File: src/rtl/video_timing_pkg.sv
// Shared constants and helpers for the raster timing generator.
package video_timing_pkg;

  // Default 640x480@60 timing
  localparam int DEF_H_ACTIVE = 640;
  localparam int DEF_H_FP     = 16;
  localparam int DEF_H_SYNC   = 96;
  localparam int DEF_H_BP     = 48;
  localparam int DEF_V_ACTIVE = 480;
  localparam int DEF_V_FP     = 10;
  localparam int DEF_V_SYNC   = 2;
  localparam int DEF_V_BP     = 33;
  localparam int DEF_H_TOTAL  = DEF_H_ACTIVE + DEF_H_FP + DEF_H_SYNC + DEF_H_BP; // 800
  localparam int DEF_V_TOTAL  = DEF_V_ACTIVE + DEF_V_FP + DEF_V_SYNC + DEF_V_BP; // 525
  localparam int DEF_CW       = 10;

  // Sync polarity: value of the sync line while it is asserted
  localparam logic SYNC_ACTIVE_LOW  = 1'b0;
  localparam logic SYNC_ACTIVE_HIGH = 1'b1;

  // Smallest counter width able to hold 0..max(h_total,v_total)-1
  function automatic int counter_width(input int h_total, input int v_total);
    int m;
    m = (h_total > v_total) ? h_total : v_total;
    return (m <= 2) ? 1 : $clog2(m);
  endfunction

endpackage

File: src/rtl/video_timing_gen_axis_counter.sv
// Wrap-at-TOTAL counter with enable; wrap is high on the enabled terminal count.
module video_axis_counter #(
  parameter int CW    = 10,
  parameter int TOTAL = 800
) (
  input  logic          clk,
  input  logic          reset,
  input  logic          en,
  output logic [CW-1:0] count,
  output logic          wrap
);

  localparam logic [CW-1:0] LAST = CW'(TOTAL - 1);

  logic [CW-1:0] count_reg;

  assign count = count_reg;
  assign wrap  = en && (count_reg == LAST);

  // Advance on enable, returning to zero after the last position
  always_ff @(posedge clk) begin
    if (reset) begin
      count_reg <= '0;
    end else if (en) begin
      if (count_reg == LAST) count_reg <= '0;
      else                   count_reg <= count_reg + CW'(1);
    end
  end

endmodule

File: src/rtl/video_timing_gen.sv
// Raster timing generator: h/v counters with registered sync/vde/marker decode.
module video_timing_gen
  import video_timing_pkg::*;
#(
  parameter int   H_ACTIVE = DEF_H_ACTIVE,
  parameter int   H_FP     = DEF_H_FP,
  parameter int   H_SYNC   = DEF_H_SYNC,
  parameter int   H_BP     = DEF_H_BP,
  parameter int   V_ACTIVE = DEF_V_ACTIVE,
  parameter int   V_FP     = DEF_V_FP,
  parameter int   V_SYNC   = DEF_V_SYNC,
  parameter int   V_BP     = DEF_V_BP,
  parameter logic HS_POL   = SYNC_ACTIVE_LOW,
  parameter logic VS_POL   = SYNC_ACTIVE_LOW,
  parameter int   CW       = DEF_CW
) (
  input  logic          clk,
  input  logic          reset,
  input  logic          ce,
  output logic          vde,
  output logic          hsync,
  output logic          vsync,
  output logic [1:0]    cd,
  output logic [CW-1:0] x,
  output logic [CW-1:0] y,
  output logic          line_start,
  output logic          frame_start
);

  localparam int H_TOTAL = H_ACTIVE + H_FP + H_SYNC + H_BP;
  localparam int V_TOTAL = V_ACTIVE + V_FP + V_SYNC + V_BP;

  // Refuse to build if the counters cannot reach the last position
  if (CW < counter_width(H_TOTAL, V_TOTAL)) begin : g_cw_check
    $fatal(1, "video_timing_gen: CW too small for H_TOTAL/V_TOTAL");
  end

  localparam logic [CW-1:0] H_ACT_END = CW'(H_ACTIVE);
  localparam logic [CW-1:0] H_SYNC_B  = CW'(H_ACTIVE + H_FP);
  localparam logic [CW-1:0] H_SYNC_E  = CW'(H_ACTIVE + H_FP + H_SYNC);
  localparam logic [CW-1:0] V_ACT_END = CW'(V_ACTIVE);
  localparam logic [CW-1:0] V_SYNC_B  = CW'(V_ACTIVE + V_FP);
  localparam logic [CW-1:0] V_SYNC_E  = CW'(V_ACTIVE + V_FP + V_SYNC);

  logic [CW-1:0] hcount;
  logic [CW-1:0] vcount;
  logic          h_wrap;
  logic          v_wrap_unused;

  video_axis_counter #(.CW(CW), .TOTAL(H_TOTAL)) u_h_counter (
    .clk   (clk),
    .reset (reset),
    .en    (ce),
    .count (hcount),
    .wrap  (h_wrap)
  );

  // Lines advance only when the pixel counter wraps
  video_axis_counter #(.CW(CW), .TOTAL(V_TOTAL)) u_v_counter (
    .clk   (clk),
    .reset (reset),
    .en    (h_wrap),
    .count (vcount),
    .wrap  (v_wrap_unused)
  );

  // Combinational decode of the current counter position
  logic vde_next;
  logic hsync_next;
  logic vsync_next;
  logic line_start_next;
  logic frame_start_next;

  // Decode position into active/sync/marker levels
  always_comb begin
    vde_next         = (hcount < H_ACT_END) && (vcount < V_ACT_END);
    hsync_next       = ((hcount >= H_SYNC_B) && (hcount < H_SYNC_E)) ? HS_POL : ~HS_POL;
    vsync_next       = ((vcount >= V_SYNC_B) && (vcount < V_SYNC_E)) ? VS_POL : ~VS_POL;
    line_start_next  = (hcount == '0);
    frame_start_next = (hcount == '0) && (vcount == '0);
  end

  logic          vde_reg;
  logic          hsync_reg;
  logic          vsync_reg;
  logic [CW-1:0] x_reg;
  logic [CW-1:0] y_reg;
  logic          line_start_reg;
  logic          frame_start_reg;

  // Register the decode on each pixel strobe; levels hold and pulses drop otherwise
  always_ff @(posedge clk) begin
    if (reset) begin
      vde_reg         <= 1'b0;
      hsync_reg       <= ~HS_POL;
      vsync_reg       <= ~VS_POL;
      x_reg           <= '0;
      y_reg           <= '0;
      line_start_reg  <= 1'b0;
      frame_start_reg <= 1'b0;
    end else if (ce) begin
      vde_reg         <= vde_next;
      hsync_reg       <= hsync_next;
      vsync_reg       <= vsync_next;
      x_reg           <= hcount;
      y_reg           <= vcount;
      line_start_reg  <= line_start_next;
      frame_start_reg <= frame_start_next;
    end else begin
      line_start_reg  <= 1'b0;
      frame_start_reg <= 1'b0;
    end
  end

  assign vde         = vde_reg;
  assign hsync       = hsync_reg;
  assign vsync       = vsync_reg;
  assign cd          = {vsync_reg, hsync_reg};
  assign x           = x_reg;
  assign y           = y_reg;
  assign line_start  = line_start_reg;
  assign frame_start = frame_start_reg;

endmodule
File: config.mk
export PLATFORM = sky130hd
export DESIGN_NAME = video_timing_gen
export DESIGN_NICKNAME = d
export VERILOG_FILES = /design/src/rtl/video_timing_pkg.sv /design/src/rtl/video_timing_gen_axis_counter.sv /design/src/rtl/video_timing_gen.sv
export SDC_FILE = /design/constraint.sdc
export NUM_CORES = 1
export LEC_CHECK = 0
export BUFFER_PORTS_ARGS = -buffer_cell sky130_fd_sc_hd__clkbuf_2
export CELL_PAD_IN_SITES_DETAIL_PLACEMENT = 1
export CELL_PAD_IN_SITES_GLOBAL_PLACEMENT = 1
export CORE_ASPECT_RATIO = 0.6
export CORE_UTILIZATION = 27
export DETAILED_ROUTE_END_ITERATION = 7
export PLACE_DENSITY = 0.62
export SYNTH_ARGS = -nofsm -noshare
export SYNTH_HDL_FRONTEND = slang
export SYNTH_HIERARCHICAL = 1
export SYNTH_SLANG_ARGS = --single-unit
export TNS_END_PERCENT = 30
File: constraint.sdc
create_clock -name clk -period 3.9 [get_ports clk]
set_input_delay 0.39 -clock clk [delete_from_list [all_inputs] [get_ports clk]]
set_output_delay 0.39 -clock clk [all_outputs]
set_load 0.02 [all_outputs]
==> results of run 1 <==
-- power breakdown --
group | internal (mW) | switching [mW] | leakage (nW)
registers | 0.464 | 0.00337 | 0.364
logic | 0.0135 | 0.0248 | 0.482
clock network | 0.239 | 0.188 | 0.0702
total | 0.716 | 0.217 | 0.916
-- placed cells by master (no fill, tap or decap), types with 5 or more instances in the layout --
cell type,n
clkbuf_16,5
xor2_1,8
nor2_1,34
nand3_1,7
nand2_1,6
a21oi_1,10
or3_1,5
o21ai_0,6
nor3_1,5
nand4_1,8
mux2i_1,21
clkbuf_2,29
dfxtp_1,45
nor4_1,5
-- layer usage --
layer,global-route usage,vias to the layer above,part of all wire
met5,0,-,0
met4,0.05743,0,0.013
met3,0.04129,8,0.047
met2,0.1825,33,0.36
met1,0.2163,722,0.58
li1,-,772,-
-- critical path: stages (launching register included) --
cell and delay, ns:
dfxtp_1 0.42, nor4b_2 0.37, nand3_1 0.18, nor2_1 0.40
nand4_1 0.32, or4_1 0.57, a21oi_1 0.15
-- area by class of cell --
class / instances / area [µm²]
clock buffers: 5 / 125.1
clock inverters: 3 / 21.27
fillers: 804 / 4534
inverters: 3 / 11.26
multi-input cells: 144 / 965.9
flip-flops and latches: 45 / 900.9
well taps: 87 / 108.9
repair buffers: 30 / 152.6
-- path summary, 6_finish.rpt --
path                         from  slack [ns]              endpoint
max          u_h_counter/count[5]        1.43  u_v_counter/count[9]
min                           vde        0.47                   vde
max reg2reg  u_h_counter/count[5]        1.43  u_v_counter/count[9]
min reg2reg                   vde        0.47                   vde
-- stage by stage --
| stage | util | power (mW) | cell area (µm²) | hold slack (ns) | instances |
|---|---|---|---|---|---|
| after floorplan | - | 0.5063 | 1948 | 0.4765 | 203 |
| after global placement | 0.3137 | 0.5162 | 2140 | 0.4643 | 309 |
| after detailed placement | 0.3137 | 0.5171 | 2140 | 0.4679 | 309 |
| after CTS | 0.3352 | 0.9501 | 2286 | 0.4791 | 317 |
| after global routing | 0.3352 | 0.9679 | 2286 | 0.5199 | 317 |
| final | 0.3352 | 0.9325 | 2286 | 0.4708 | 317 |
==> metrics.cfg, run 1 <==
[yosys]
synth_area_per_cell_um2=9.597
synth_cells=203
syn-cell-area_um2=1948
yosysWarnings=6
syn-num-nets=209

[global_route]
gr-total-overflow=0
grt_max_degree=36
grt_pass1_vias=1501
grt_usage=0.1432
grt_pass1_wl_um=8086
antenna_found_initial=0

[timing]
setup_viol_count_final=0
fin_tns_setup_ns=0
fin_crit_sh=0.6333
rsz0062_at_grt=false
slew_headroom=0.4770
fin_skew_ns=0.009584
fin_ws_ns=1.430
max_slew.worst_pin.slew_ns=0.7844
finalHoldViolCount=0
fmax_mhz=404.9
post-route-min-period_ns=2.470
slew_viol_final=0

[worst_setup_path]
cp_data_arrival_time_ns=2.70
path_class=reg2reg
end_kind=flip-flop
cp-start-kind=flip-flop
crit_required_ns=4.13
crit_path_max_fanout=10
ff2ff_path_depth=6

[worst_hold_path]
hold_depth=2
hold_class=reg2reg

[clocking]
hold_buffers=0
postCtsSetupRepairBufs=0
cts_tree=done
cts_resized=0
worstSkewPairLatency_ns=0.29
cts_sinks=45
cts-htree-levels=2
clk_pin_slew_ns=0.07
clockBufferDepth=2
numCtsBuffers=5
cts-root-buf=clkbuf_16

[routing]
via_per_inst=4.842
post_drt_wl_per_cell_um=15.36
vias=1535
wirelength_um=4869
drc=4
drtIter0Drc=89
drtPass1Iterations=6
drtAntennaViolNets=0

[cells_and_area]
drive_gt1_frac=0.1957
num_antenna_cells=0
syn_to_final_growth_pct=17.34
final_nets=235

[floorplan]
start_util=0.2856
die_y_um=67.80
die_x_um=111.7
rows=23
coreArea_um2=6820
dieArea_um2=7570
num_io_pins=30

[power]
leakage_nw=0.9158
cellPowerDensity_nw_per_um2=407.9
vdd_drop_max_uv=123.0

[place]
gp_congestion=0.7661
dp_slack_ns=1.498
dpl.hpwl_um=3369
numPortBuffers=29

[outcome]
failed_checks=design-rule violations
status=finished, violations left

[flow_run]
drv_cap=0

(Power assumes the default switching activity.)
==> run 2, diff against run 1 <==
- clock period: 3.9 -> 2.4 ns (I/O delays scaled with it)
==> metrics.cfg, run 2 (synthesized netlist as in run 1, its figures left out) <==
[worst_setup_path]
cp-start-kind=flip-flop  ; unchanged
crit_path_max_fanout=10  ; unchanged
cp_data_arrival_time_ns=2.35  ; was 2.70 ns
path_class=reg2reg  ; unchanged
end_kind=flip-flop  ; unchanged
crit_required_ns=2.55  ; was 4.13 ns

[floorplan]
dieArea_um2=7570  ; unchanged
num_io_pins=30  ; unchanged
rows=23  ; unchanged
die_x_um=111.7  ; unchanged
die_y_um=67.80  ; unchanged
coreArea_um2=6820  ; unchanged
start_util=0.2856  ; unchanged

[worst_hold_path]
hold_class=in2reg  ; was reg2reg

[cells_and_area]
drive_gt1_frac=0.2094  ; was 0.1957
final_cell_area_um2=2320  ; was 2286 µm²
num_antenna_cells=0  ; unchanged
regArea_um2=900.9  ; unchanged
layout_commonest_cell=dfxtp_1  ; unchanged
multiInputGateArea_um2=977.2  ; was 965.9 µm²
syn_to_final_growth_pct=19.07  ; was 17.34%
final_cell_mix=dfxtp_1, nor2_1, clkbuf_2  ; unchanged
nFillCells=809  ; was 804
final_nets=239  ; was 235

[power]
cellPowerDensity_nw_per_um2=640.5  ; was 407.9 nW/µm²
leakage_nw=0.9377  ; was 0.9158 nW
vdd_drop_max_uv=254.2  ; was 123.0 µV

[routing]
drc=4  ; unchanged
vias=1579  ; was 1535
drtIter0Drc=85  ; was 89
drtAntennaViolNets=0  ; unchanged
wirelength_um=4845  ; was 4869 µm
drtPass1Iterations=6  ; unchanged
post_drt_wl_per_cell_um=15.09  ; was 15.36 µm
via_per_inst=4.919  ; was 4.842

[clocking]
cts-root-buf=clkbuf_16  ; unchanged
cts_resized=0  ; unchanged
cts-htree-levels=2  ; unchanged
cts_sinks=45  ; unchanged
hold_buffers=0  ; unchanged
postCtsSetupRepairBufs=0  ; unchanged
numCtsBuffers=5  ; unchanged
cts_tree=done  ; unchanged
clk_pin_slew_ns=0.06  ; was 0.07 ns
worstSkewPairLatency_ns=0.29  ; about the same
clockBufferDepth=2  ; unchanged

[global_route]
grt_usage=0.1411  ; was 0.1432
grt_pass1_wl_um=7921  ; was 8086 µm
antenna_found_initial=0  ; unchanged
gr-total-overflow=0  ; unchanged
grt_max_degree=34  ; was 36
grt_pass1_vias=1460  ; was 1501

[timing]
setup_viol_count_final=0  ; unchanged
slew_headroom=0.6511  ; was 0.4770
fin_crit_sh=0.9136  ; was 0.6333
finalHoldViolCount=0  ; unchanged
fin_skew_ns=0.004581  ; was 0.009584 ns
max_slew.worst_pin.slew_ns=0.5233  ; was 0.7844 ns
rsz0062_at_grt=false  ; unchanged
slew_viol_final=0  ; unchanged
fin_tns_setup_ns=0  ; unchanged
fmax_mhz=456.1  ; was 404.9 MHz
post-route-min-period_ns=2.193  ; was 2.470 ns

[place]
numPortBuffers=29  ; unchanged
gp_congestion=0.7246  ; was 0.7661
place_area_um2=2170  ; was 2140 µm²
dpl.hpwl_um=3401  ; was 3369 µm

[flow_run]
drv_cap=0  ; unchanged

[outcome]
failed_checks=design-rule violations  ; unchanged
status=finished, violations left  ; unchanged

[run 2: cell types whose count changed in the layout (fill, tap and decap cells not counted)]
cell	previous run	this run
nor2_1	34	33
nor2_2	0	1
nor4b_2	2	1
clkbuf_1	0	1
nor4b_4	0	1
clkinv_2	1	2
clkinvlp_4	1	0
buf_4	1	5
inv_6	1	0
[run 2: where the power goes]
group	switching [mW]	total (mW)	internal, mW
registers	0.00595	0.760	0.754
logic	0.0407	0.0637	0.0230
clock network	0.280	0.662	0.382
total	0.326	1.49	1.16
[run 2: path summary, 6_finish.rpt]
path / startpoint / depth (start not counted) / to / slack (ns)
worst min register to register: vde / 2 / vde / 0.47
worst min-delay path: ce / 4 / u_h_counter/count[4] / 0.38
worst max-delay path: u_h_counter/count[9] / 6 / u_v_counter/count[0] / 0.21
worst max register to register: u_h_counter/count[9] / 6 / u_v_counter/count[0] / 0.21
[run 2: routing by layer]
metal | vias to the layer above | global-route usage | routed length, µm
met5 | - | 0 | 0
li1 | 777 | - | -
met3 | 7 | 0.04129 | 222
met1 | 763 | 0.2157 | 2763
met2 | 32 | 0.1786 | 1797
met4 | 0 | 0.05068 | 61
[run 2: per-stage QoR]
| step | std cells | power (mW) | utilization | setup WS, ns | hold WS, ns |
|---|---|---|---|---|---|
| after detailed placement | 313 | 0.8415 | 0.3181 | 0.1139 | 0.4663 |
| after CTS | 321 | 1.520 | 0.3385 | 0.09096 | 0.3653 |
| after global routing | 321 | 1.552 | 0.3401 | 0.04706 | 0.4044 |
| after global placement | 313 | 0.8402 | 0.3181 | 0.3181 | 0.4642 |
| after floorplan | 203 | 0.8228 | - | 0.4469 | 0.3875 |
| final | 321 | 1.486 | 0.3401 | 0.2074 | 0.3781 |
[run 2: cell type report]
class,count,share of cell area
Clock buffer,6,0.05556
Clock inverter,2,0.004315
Inverter,3,0.004854
Multi-Input combinational cell,144,0.4213
Sequential cell,45,0.3884
Tap cell,87,0.04693
Timing Repair Buffer,34,0.07875
[run 2: worst max-delay path, stage by stage (launching register included)]
cell,delay (ns)
dfxtp_1,0.49
nor4b_4,0.29
nand3_1,0.18
nor2_2,0.22
nand3_1,0.21
o31ai_4,0.57
nor2_1,0.10
